### src/rtl/cv32e40x_fetch_push_ctrl.sv
// rtl/cv32e40x_fetch_push_ctrl.sv - instruction fetch request issue and FIFO push control
//
// Purpose: producer end of the instruction read-data FIFO. Issues word fetches on an
// OBI-style bus and pushes every live response (rdata, addr, err) into the FIFO. Credit
// logic keeps the FIFO from overflowing; branches flush the FIFO and discard responses
// that are still in flight.
//
// Ports:
//   clk_i, rst_i            clock, synchronous active-high reset
//   fetch_enable_i          allow new requests
//   branch_i, branch_addr_i redirect pulse and target ([1:0] ignored)
//   fifo_cnt_i              registered FIFO occupancy
//   fifo_push_o/rdata/addr/err, fifo_flush_o   FIFO write side
//   bus_req_o/addr_o, bus_gnt_i, bus_rvalid_i/rdata_i/err_i   OBI-style bus
//   busy_o                  outstanding transactions or request active
//   discard_cnt_o           dropped-response counter
//
// Optional feature: define FETCH_DISCARD_CNT_EN to enable the saturating discard counter;
// otherwise discard_cnt_o is tied to zero.

module cv32e40x_fetch_push_ctrl #(
    parameter int DEPTH           = 8,
    parameter int MAX_OUTSTANDING = 2,
    parameter int CNT_W           = $clog2(DEPTH) + 1
) (
    input  logic             clk_i,
    input  logic             rst_i,
    input  logic             fetch_enable_i,
    input  logic             branch_i,
    input  logic [31:0]      branch_addr_i,
    input  logic [CNT_W-1:0] fifo_cnt_i,
    output logic             fifo_push_o,
    output logic [31:0]      fifo_rdata_o,
    output logic [31:0]      fifo_addr_o,
    output logic             fifo_err_o,
    output logic             fifo_flush_o,
    output logic             bus_req_o,
    output logic [31:0]      bus_addr_o,
    input  logic             bus_gnt_i,
    input  logic             bus_rvalid_i,
    input  logic [31:0]      bus_rdata_i,
    input  logic             bus_err_i,
    output logic             busy_o,
    output logic [15:0]      discard_cnt_o
);

    localparam int OW = $clog2(MAX_OUTSTANDING + 1);
    // Wide enough that fifo_cnt + live + 1 and live + drop never wrap.
    localparam int SW = ((CNT_W > OW) ? CNT_W : OW) + 2;

    typedef enum logic [1:0] {
        IDLE = 2'd0,
        REQ  = 2'd1,
        ERR  = 2'd2
    } state_t;

    state_t        state_q, state_d;
    logic [31:0]   fetch_addr_q, fetch_addr_d;
    logic [31:0]   resp_addr_q, resp_addr_d;
    logic [31:0]   hold_addr_q, hold_addr_d;
    logic          hold_q, hold_d;
    logic          err_seen_q, err_seen_d;
    logic [OW-1:0] live_q, live_d;
    logic [OW-1:0] drop_q, drop_d;

    logic [SW-1:0] cnt_x, live_x, drop_x, live_nx, drop_nx;
    logic [31:0]   target;
    logic          credit, credit_post, req_int, gnt_acc;
    logic          rv_drop, rv_push, gnt_live, gnt_hold;
    logic          unused_addr_bits;

    assign target           = {branch_addr_i[31:2], 2'b00};
    assign unused_addr_bits = ^branch_addr_i[1:0];

    assign cnt_x  = SW'(fifo_cnt_i);
    assign live_x = SW'(live_q);
    assign drop_x = SW'(drop_q);

    // A response is dropped while older (pre-branch) responses are still owed, and
    // always in the branch cycle itself.
    assign rv_drop = bus_rvalid_i & (branch_i | (drop_q != '0));
    assign rv_push = bus_rvalid_i & ~rv_drop;

    assign err_seen_d = branch_i ? 1'b0 : (err_seen_q | (rv_push & bus_err_i));

    assign credit = fetch_enable_i & ~branch_i & ~err_seen_d
                  & ((cnt_x + live_x) < SW'(DEPTH))
                  & ((live_x + drop_x) < SW'(MAX_OUTSTANDING));

    assign req_int  = ((state_q == REQ) | ((state_q == IDLE) & credit)) & ~rst_i;
    assign gnt_acc  = req_int & bus_gnt_i;
    // A grant for a request that was already pending when a branch hit belongs to the
    // old stream and must be discarded.
    assign gnt_hold = gnt_acc & hold_q;
    assign gnt_live = gnt_acc & ~hold_q;

    always_comb begin
        live_nx = live_x;
        drop_nx = drop_x;
        if (branch_i) begin
            live_nx = '0;
            drop_nx = drop_x + live_x + SW'(gnt_acc) - SW'(bus_rvalid_i);
        end else begin
            live_nx = live_x + SW'(gnt_live) - SW'(rv_push);
            drop_nx = drop_x + SW'(gnt_hold) - SW'(rv_drop);
        end
    end

    // Credit for keeping the request up in the cycle after a grant. The FIFO side counts
    // the just-granted request; a same-cycle push stays in live_q until the FIFO count
    // absorbs it, so this never overestimates free space.
    assign credit_post = fetch_enable_i & ~branch_i & ~err_seen_d
                       & ((cnt_x + live_x + SW'(1)) < SW'(DEPTH))
                       & ((live_nx + drop_nx) < SW'(MAX_OUTSTANDING));

    always_comb begin
        state_d = state_q;
        case (state_q)
            IDLE: begin
                if (credit && !gnt_acc)  state_d = REQ;
                else if (credit_post && gnt_acc) state_d = REQ;
                else if (err_seen_d)     state_d = ERR;
                else                     state_d = IDLE;
            end
            REQ: begin
                if (gnt_acc) begin
                    if (credit_post)     state_d = REQ;
                    else if (err_seen_d) state_d = ERR;
                    else                 state_d = IDLE;
                end
            end
            ERR: begin
                if (branch_i) state_d = IDLE;
            end
            default: state_d = IDLE;
        endcase
    end

    always_comb begin
        fetch_addr_d = fetch_addr_q;
        resp_addr_d  = resp_addr_q;
        hold_d       = hold_q;
        hold_addr_d  = hold_addr_q;
        live_d       = OW'(live_nx);
        drop_d       = OW'(drop_nx);

        if (branch_i) begin
            fetch_addr_d = target;
            resp_addr_d  = target;
        end else begin
            if (gnt_live) fetch_addr_d = fetch_addr_q + 32'd4;
            if (rv_push)  resp_addr_d  = resp_addr_q + 32'd4;
        end

        // A request cannot be withdrawn once raised: keep presenting the old address.
        if (branch_i && (state_q == REQ) && !gnt_acc) begin
            hold_d      = 1'b1;
            hold_addr_d = hold_q ? hold_addr_q : fetch_addr_q;
        end else if (gnt_acc) begin
            hold_d = 1'b0;
        end
    end

    always_ff @(posedge clk_i) begin
        if (rst_i) begin
            state_q      <= IDLE;
            fetch_addr_q <= '0;
            resp_addr_q  <= '0;
            hold_addr_q  <= '0;
            hold_q       <= 1'b0;
            err_seen_q   <= 1'b0;
            live_q       <= '0;
            drop_q       <= '0;
        end else begin
            state_q      <= state_d;
            fetch_addr_q <= fetch_addr_d;
            resp_addr_q  <= resp_addr_d;
            hold_addr_q  <= hold_addr_d;
            hold_q       <= hold_d;
            err_seen_q   <= err_seen_d;
            live_q       <= live_d;
            drop_q       <= drop_d;
        end
    end

`ifdef FETCH_DISCARD_CNT_EN
    logic [15:0] discard_q, discard_d;

    always_comb begin
        discard_d = discard_q;
        if (rv_drop && (discard_q != 16'hFFFF)) discard_d = discard_q + 16'd1;
    end

    always_ff @(posedge clk_i) begin
        if (rst_i) discard_q <= '0;
        else       discard_q <= discard_d;
    end

    assign discard_cnt_o = discard_q;
`else
    assign discard_cnt_o = 16'h0000;
`endif

    assign bus_req_o    = req_int;
    assign bus_addr_o   = hold_q ? hold_addr_q : fetch_addr_q;
    assign fifo_push_o  = rv_push & ~rst_i;
    assign fifo_rdata_o = fifo_push_o ? bus_rdata_i : 32'h0;
    assign fifo_err_o   = fifo_push_o & bus_err_i;
    assign fifo_addr_o  = fifo_push_o ? resp_addr_q : 32'h0;
    assign fifo_flush_o = branch_i & ~rst_i;
    assign busy_o       = (live_q != '0) | (drop_q != '0) | req_int;

endmodule
### config.mk
export PLATFORM = sky130hd
export DESIGN_NAME = cv32e40x_fetch_push_ctrl
export DESIGN_NICKNAME = d
export VERILOG_FILES = /design/src/rtl/cv32e40x_fetch_push_ctrl.sv
export SDC_FILE = /design/constraint.sdc
export NUM_CORES = 1
export LEC_CHECK = 0
export ABC_AREA = 1
export CAP_MARGIN = 40
export CORE_MARGIN = 2
export CORE_UTILIZATION = 48
export DETAILED_ROUTE_END_ITERATION = 10
export PLACE_DENSITY = 0.79
export SKIP_LAST_GASP = 1
export SYNTH_ARGS = -nofsm -noshare
export SYNTH_HDL_FRONTEND = slang
export SYNTH_SLANG_ARGS = --single-unit
### constraint.sdc
create_clock -name clk_i -period 14.6 [get_ports clk_i]
set_input_delay 3.65 -clock clk_i [delete_from_list [all_inputs] [get_ports clk_i]]
set_output_delay 3.65 -clock clk_i [all_outputs]
set_load 0.03 [all_outputs]
Word-level counts from Yosys, hierarchy flattened
Index checks and enable logic that the tools add are counted.

cells by class
  divide/modulo/power cells = 0
  add/subtract/negate cells = 12
  bitwise logic cells = 27
  muxes and demuxes = 19
  eq/ne operators = 4
  multipliers = 0
  shift-type cells = 0
  reductions and logical operators = 13
  $lt $le $gt $ge = 4

operator list
  operator                                                              count
  32-bit 2-to-1 mux                                                     7
  32-bit by 3-bit adder with 32-bit output, second input constant       2
  1-bit AND                                                             17
  6-bit by 2-bit < comparator with 1-bit output, second input constant  2
  6-bit by 4-bit < comparator with 1-bit output, second input constant  2
  2-bit 2-to-1 mux                                                      6
  6-bit 2-to-1 mux                                                      2
  2-bit nonzero test                                                    5
  3-bit by 1-bit subtractor with 4-bit output                           2
  2-bit by 1-bit adder with 3-bit output                                2
  5-bit by 1-bit adder with 6-bit output, second input constant         1
  6-bit adder                                                           1
  2-bit case mux with 3 select lines                                    1
  4-bit by 2-bit adder with 5-bit output                                1
  1-bit inverter                                                        5
  1-bit bitwise OR                                                      5
  4-bit by 1-bit subtractor with 5-bit output                           1
  3-bit by 1-bit adder with 4-bit output                                1
  1-bit logical AND                                                     4
  2-bit inequality test, second input constant                          2
  2-bit by 2-bit adder with 3-bit output                                1
  1-bit 2-to-1 mux                                                      3
  2-bit by 1-bit == test with 1-bit output, second input constant       1
  2-bit == test, second input constant                                  1
  other kinds (4)                                                       4

word-level totals
  bits in latches = 0
  memory bits (writable) = 0
  memories kept = 0
  register bits = 104
  bits in read-only memories = 0
  word-level logic and storage cells = 89

Depth between registers and ports, before layout
  word-level depth = 27
  gate-level depth with buffers = 32
  mapped depth without buffers = 32

Least setup slack after synthesis
Ideal clock, no wire load.

  path type = input to output
  start point = in branch_i
  end point = out fifo_addr_o[10]
  required time = 10950 ps
  stages = 7
  data arrival time = 5313 ps
  path slack = 5637 ps
  cells stage by stage = buf_6 -> inv_4 -> nand3_1 -> nor2_1 -> inv_2 -> clkbuf_1 -> nor2_1

on the way
  word-level cells in the longest chain between the ends = 6

RTL lines
  what                RTL line  RTL
  start: declaration  29        input logic branch_i,
  1-bit bitwise OR    81        assign rv_drop = bus_rvalid_i & (branch_i | (drop_q != '0));
  1-bit AND           81
  1-bit inverter      82        assign rv_push = bus_rvalid_i & ~rv_drop;
  1-bit AND           82
  1-bit AND           206       assign fifo_push_o = rv_push & ~rst_i;
  via fifo_push_o     32        output logic fifo_push_o,
  32-bit 2-to-1 mux   209       assign fifo_addr_o = fifo_push_o ? resp_addr_q : 32'h0;
  end: declaration    34        output logic [31:0] fifo_addr_o,

The timed path passes the listed nets, and every way through them passes these cells.

Worst setup path in the final report
  start point = in branch_i
  end point = out fifo_addr_o[25]

on the way
  word-level cells in the longest chain between the ends = 6

RTL lines
  what               RTL line
  1-bit bitwise OR   81
  1-bit AND          81
  1-bit inverter     82
  1-bit AND          82
  1-bit AND          206
  32-bit 2-to-1 mux  209

Every way passes these cells.

==> flow_summary.toml <==
[timing]
max_freq_mhz = 99.16
drv_slew = 0
fin_crit_ps = 10080
skew_ps = 8.534
slew_headroom = 0.4481
setup_tns_ps = 0
hold_viol_final = 0
worstMarginPinSlew_ps = 827.0
rsz0062_at_grt = "false"
finalSetupViolations = 0
fin_crit_sh = 0.6907

[clocking]
cts_made_buffers = 9
cts.path.max_buffers = 2
cts_tree = "built"
htreeDepth = 3
clock_sinks = 100
postCtsSetupBuffers = 0
cts_resized = 0
clk_pin_slew_ps = 70
clockRootBuffer = "clkbuf_16"
insertion_delay_ps = 360
ctsHoldBuffers = 0

[drt]
postRouteAntennaNets = 0
drt-total-wl_um = 22040
avgViaCountPerCell = 5.256
drt_iter0_markers = 633
first_pass_iters = 5
vias = 7837
wl_per_cell_um = 14.78
drc = 0

[power_and_ir_drop]
internal-power_mw = 0.5250
switching_share = 0.3379
combinationalPowerShare = 0.281
p_switching_mw = 0.2679
leakagePower_nw = 3.882
powerDensity_nw_per_um2 = 86.04
power.share.clock = 0.332
p_seq_frac = 0.388
total_power_mw = 0.7929
peakVddDrop_v = 0.00008446

[critical_path]
cp_slowest_cell = "clkdlybuf4s50_1"
worstPathMaxFanout = 53
critical-path-top-delay-family = "buffers and inverters"
critPathMaxStageDelay_ps = 680
end_kind = "output port"
path_class = "input pin to output port"
critPathLaunchType = "input pin"
r2r_start = "live_q[0]"
crit_path_start = "branch_i"
crit_required_ps = 10950
path_buf_inv = 5
path_common_cell = "nor2_1"
cp.arrival_ps = 6430
crit_chain = "buf_2, inv_4, nand3_1, nor2_1, inv_2, buf_16, nor2_1, clkdlybuf4s50_1"

[run]
max_cap_violations = 0

[global_routing]
grt_pass1_vias = 6862
grt.total_usage = 0.2694
grt_antenna_before_repair = 0
grt_first_pass_wirelength_um = 34980
grt_max_degree = 63
grt_overflow = 0

[hold_path]
hold_start = "hold_addr_q[13]"
hold_path_class = "register to register"

[finish]
areaGrowthSynthToFinish_pct = 28.27
layout.nets = 1406
fin_util = 0.6316
antenna_cells = 0
drive_gt1_frac = 0.03213

[synth]
netlist_instances = 1169
syn_area_per_cell_um2 = 6.146
async_flop_share = 0
synth.area.mux_share = 0
synth_compound_area_frac = 0.1252
synth-seq-area-share = 0.2786
synthXorXnorAreaFrac = 0.05608
ys_warn_count = 0
syn_area_um2 = 7184
synth-edff-count = 0
synth.distinct_cells = 40
ys.flop_type = "dfxtp_1"
synth_top_family_by_area = "simple AND/OR/NAND/NOR gates"
yosys.area_share.simple = 0.3513
yosys.area_share.adder = 0.05503
ys_ff_latch = 100

[placement]
hpwl_um = 16330
io_buffers = 171
routabilityCongestion = 0.9384

[floorplan]
die_area_um2 = 15960
io_pins = 192
start_util = 0.4925
fp-row-count = 44
die_h_um = 126.3
die_x_um = 126.3
core_area_um2 = 14590

[run_status]
status = "completed"
-- registers in the layout (all words and copies together) (netlist names) --
| register | cells |
|---|---|
| hold_addr_q | 32 |
| fetch_addr_q | 30 |
| resp_addr_q | 30 |
| drop_q | 2 |
| live_q | 2 |
| state_q | 2 |
| err_seen_q | 1 |
| hold_q | 1 |
-- placed cells by master (no fill, tap or decap), drive strengths merged, types with 3 or more instances in the layout --
master | netlist | final
a211oi | 3 | 3
a21boi | 4 | 4
a21oi | 40 | 40
a31oi | 22 | 22
buf | 37 | 8
clkbuf | 34 | 10
clkdlybuf4s50 | 0 | 169
conb | 1 | 18
dfxtp | 100 | 100
fa | 6 | 6
ha | 22 | 22
inv | 153 | 155
nand2 | 302 | 302
nand3 | 53 | 53
nand4 | 17 | 17
nor2 | 193 | 193
nor3 | 37 | 37
o211ai | 4 | 4
o21ai | 81 | 81
o221ai | 3 | 3
o31ai | 4 | 4
xnor2 | 4 | 4
xor2 | 42 | 42
-- power groups by stage --
stage	Clock [mW]	Combinational [mW]	Sequential, mW
2_1_floorplan	0	0.152	0.307
3_3_place_gp	0	0.213	0.312
3_5_place_dp	0	0.221	0.313
4_1_cts	0.265	0.222	0.307
5_1_grt	0.277	0.246	0.309
6_report	0.263	0.222	0.307
-- through the flow --
stage               instance area, um^2  std cells  hold slack (ps)  setup slack [ps]
finish                             9215       1491            453.3              4516
detailed placement                 8901       1476            443.5              4578
global placement                   8831       1473            434.6              4100
CTS                                9215       1491            453.6              4562
global route                       9215       1491            480.0              4316
floorplan                          7248       1186            423.8              5637
-- tightest hold or removal path, stage by stage, from the launching register on --
cell and delay, ps:
dfxtp_1 300, inv_1 60, a21oi_1 50
-- cell usage after synthesis, drive strengths merged (6+ instances only) --
master	instances	area [um^2]
nor3	37	196.4
nand2	302	1161
fa	6	120.1
clkbuf	34	127.6
nor2	193	750.7
a31oi	22	137.6
dfxtp	100	2002
ha	22	275.3
nand3	53	275.3
xor2	42	367.9
nand4	17	112.6
o21ai	81	405.4
a21oi	40	200.2
inv	153	579.3
buf	37	246.5
-- worst paths after layout --
check | end | slack, ps | depth (start not counted)
max reg2reg | state_q[0] | 9940 | 26
min | hold_addr_q[13] | 450 | 2
max | fifo_addr_o[25] | 4520 | 8
min reg2reg | hold_addr_q[13] | 450 | 2
-- layer usage --
metal	up-vias	wire length, um	track usage
met5	-	0	0
met4	0	496	0.08145
met3	36	1783	0.05188
met2	319	10330	0.4369
met1	3570	9429	0.3644
li1	3912	-	-
-- kinds of logic after synthesis --
logic type,after synthesis
xor gates and xnor gates,46
buffers and inverters,225
adders and majority gates,28
AOI/OAI and AO/OA,163
DFF,100
other,1
and+or+nand+nor,606
-- cell type report --
cell class | instances | area, um^2
clock buffer | 10 | 229.0
clock inverter | 5 | 85.08
fill | 1387 | 5374
inverter | 154 | 583.1
multi-input combinational | 861 | 4292
sequential | 100 | 2002
tap | 184 | 230.2
timing repair buffer | 177 | 1794
(Power assumes the default switching activity.)
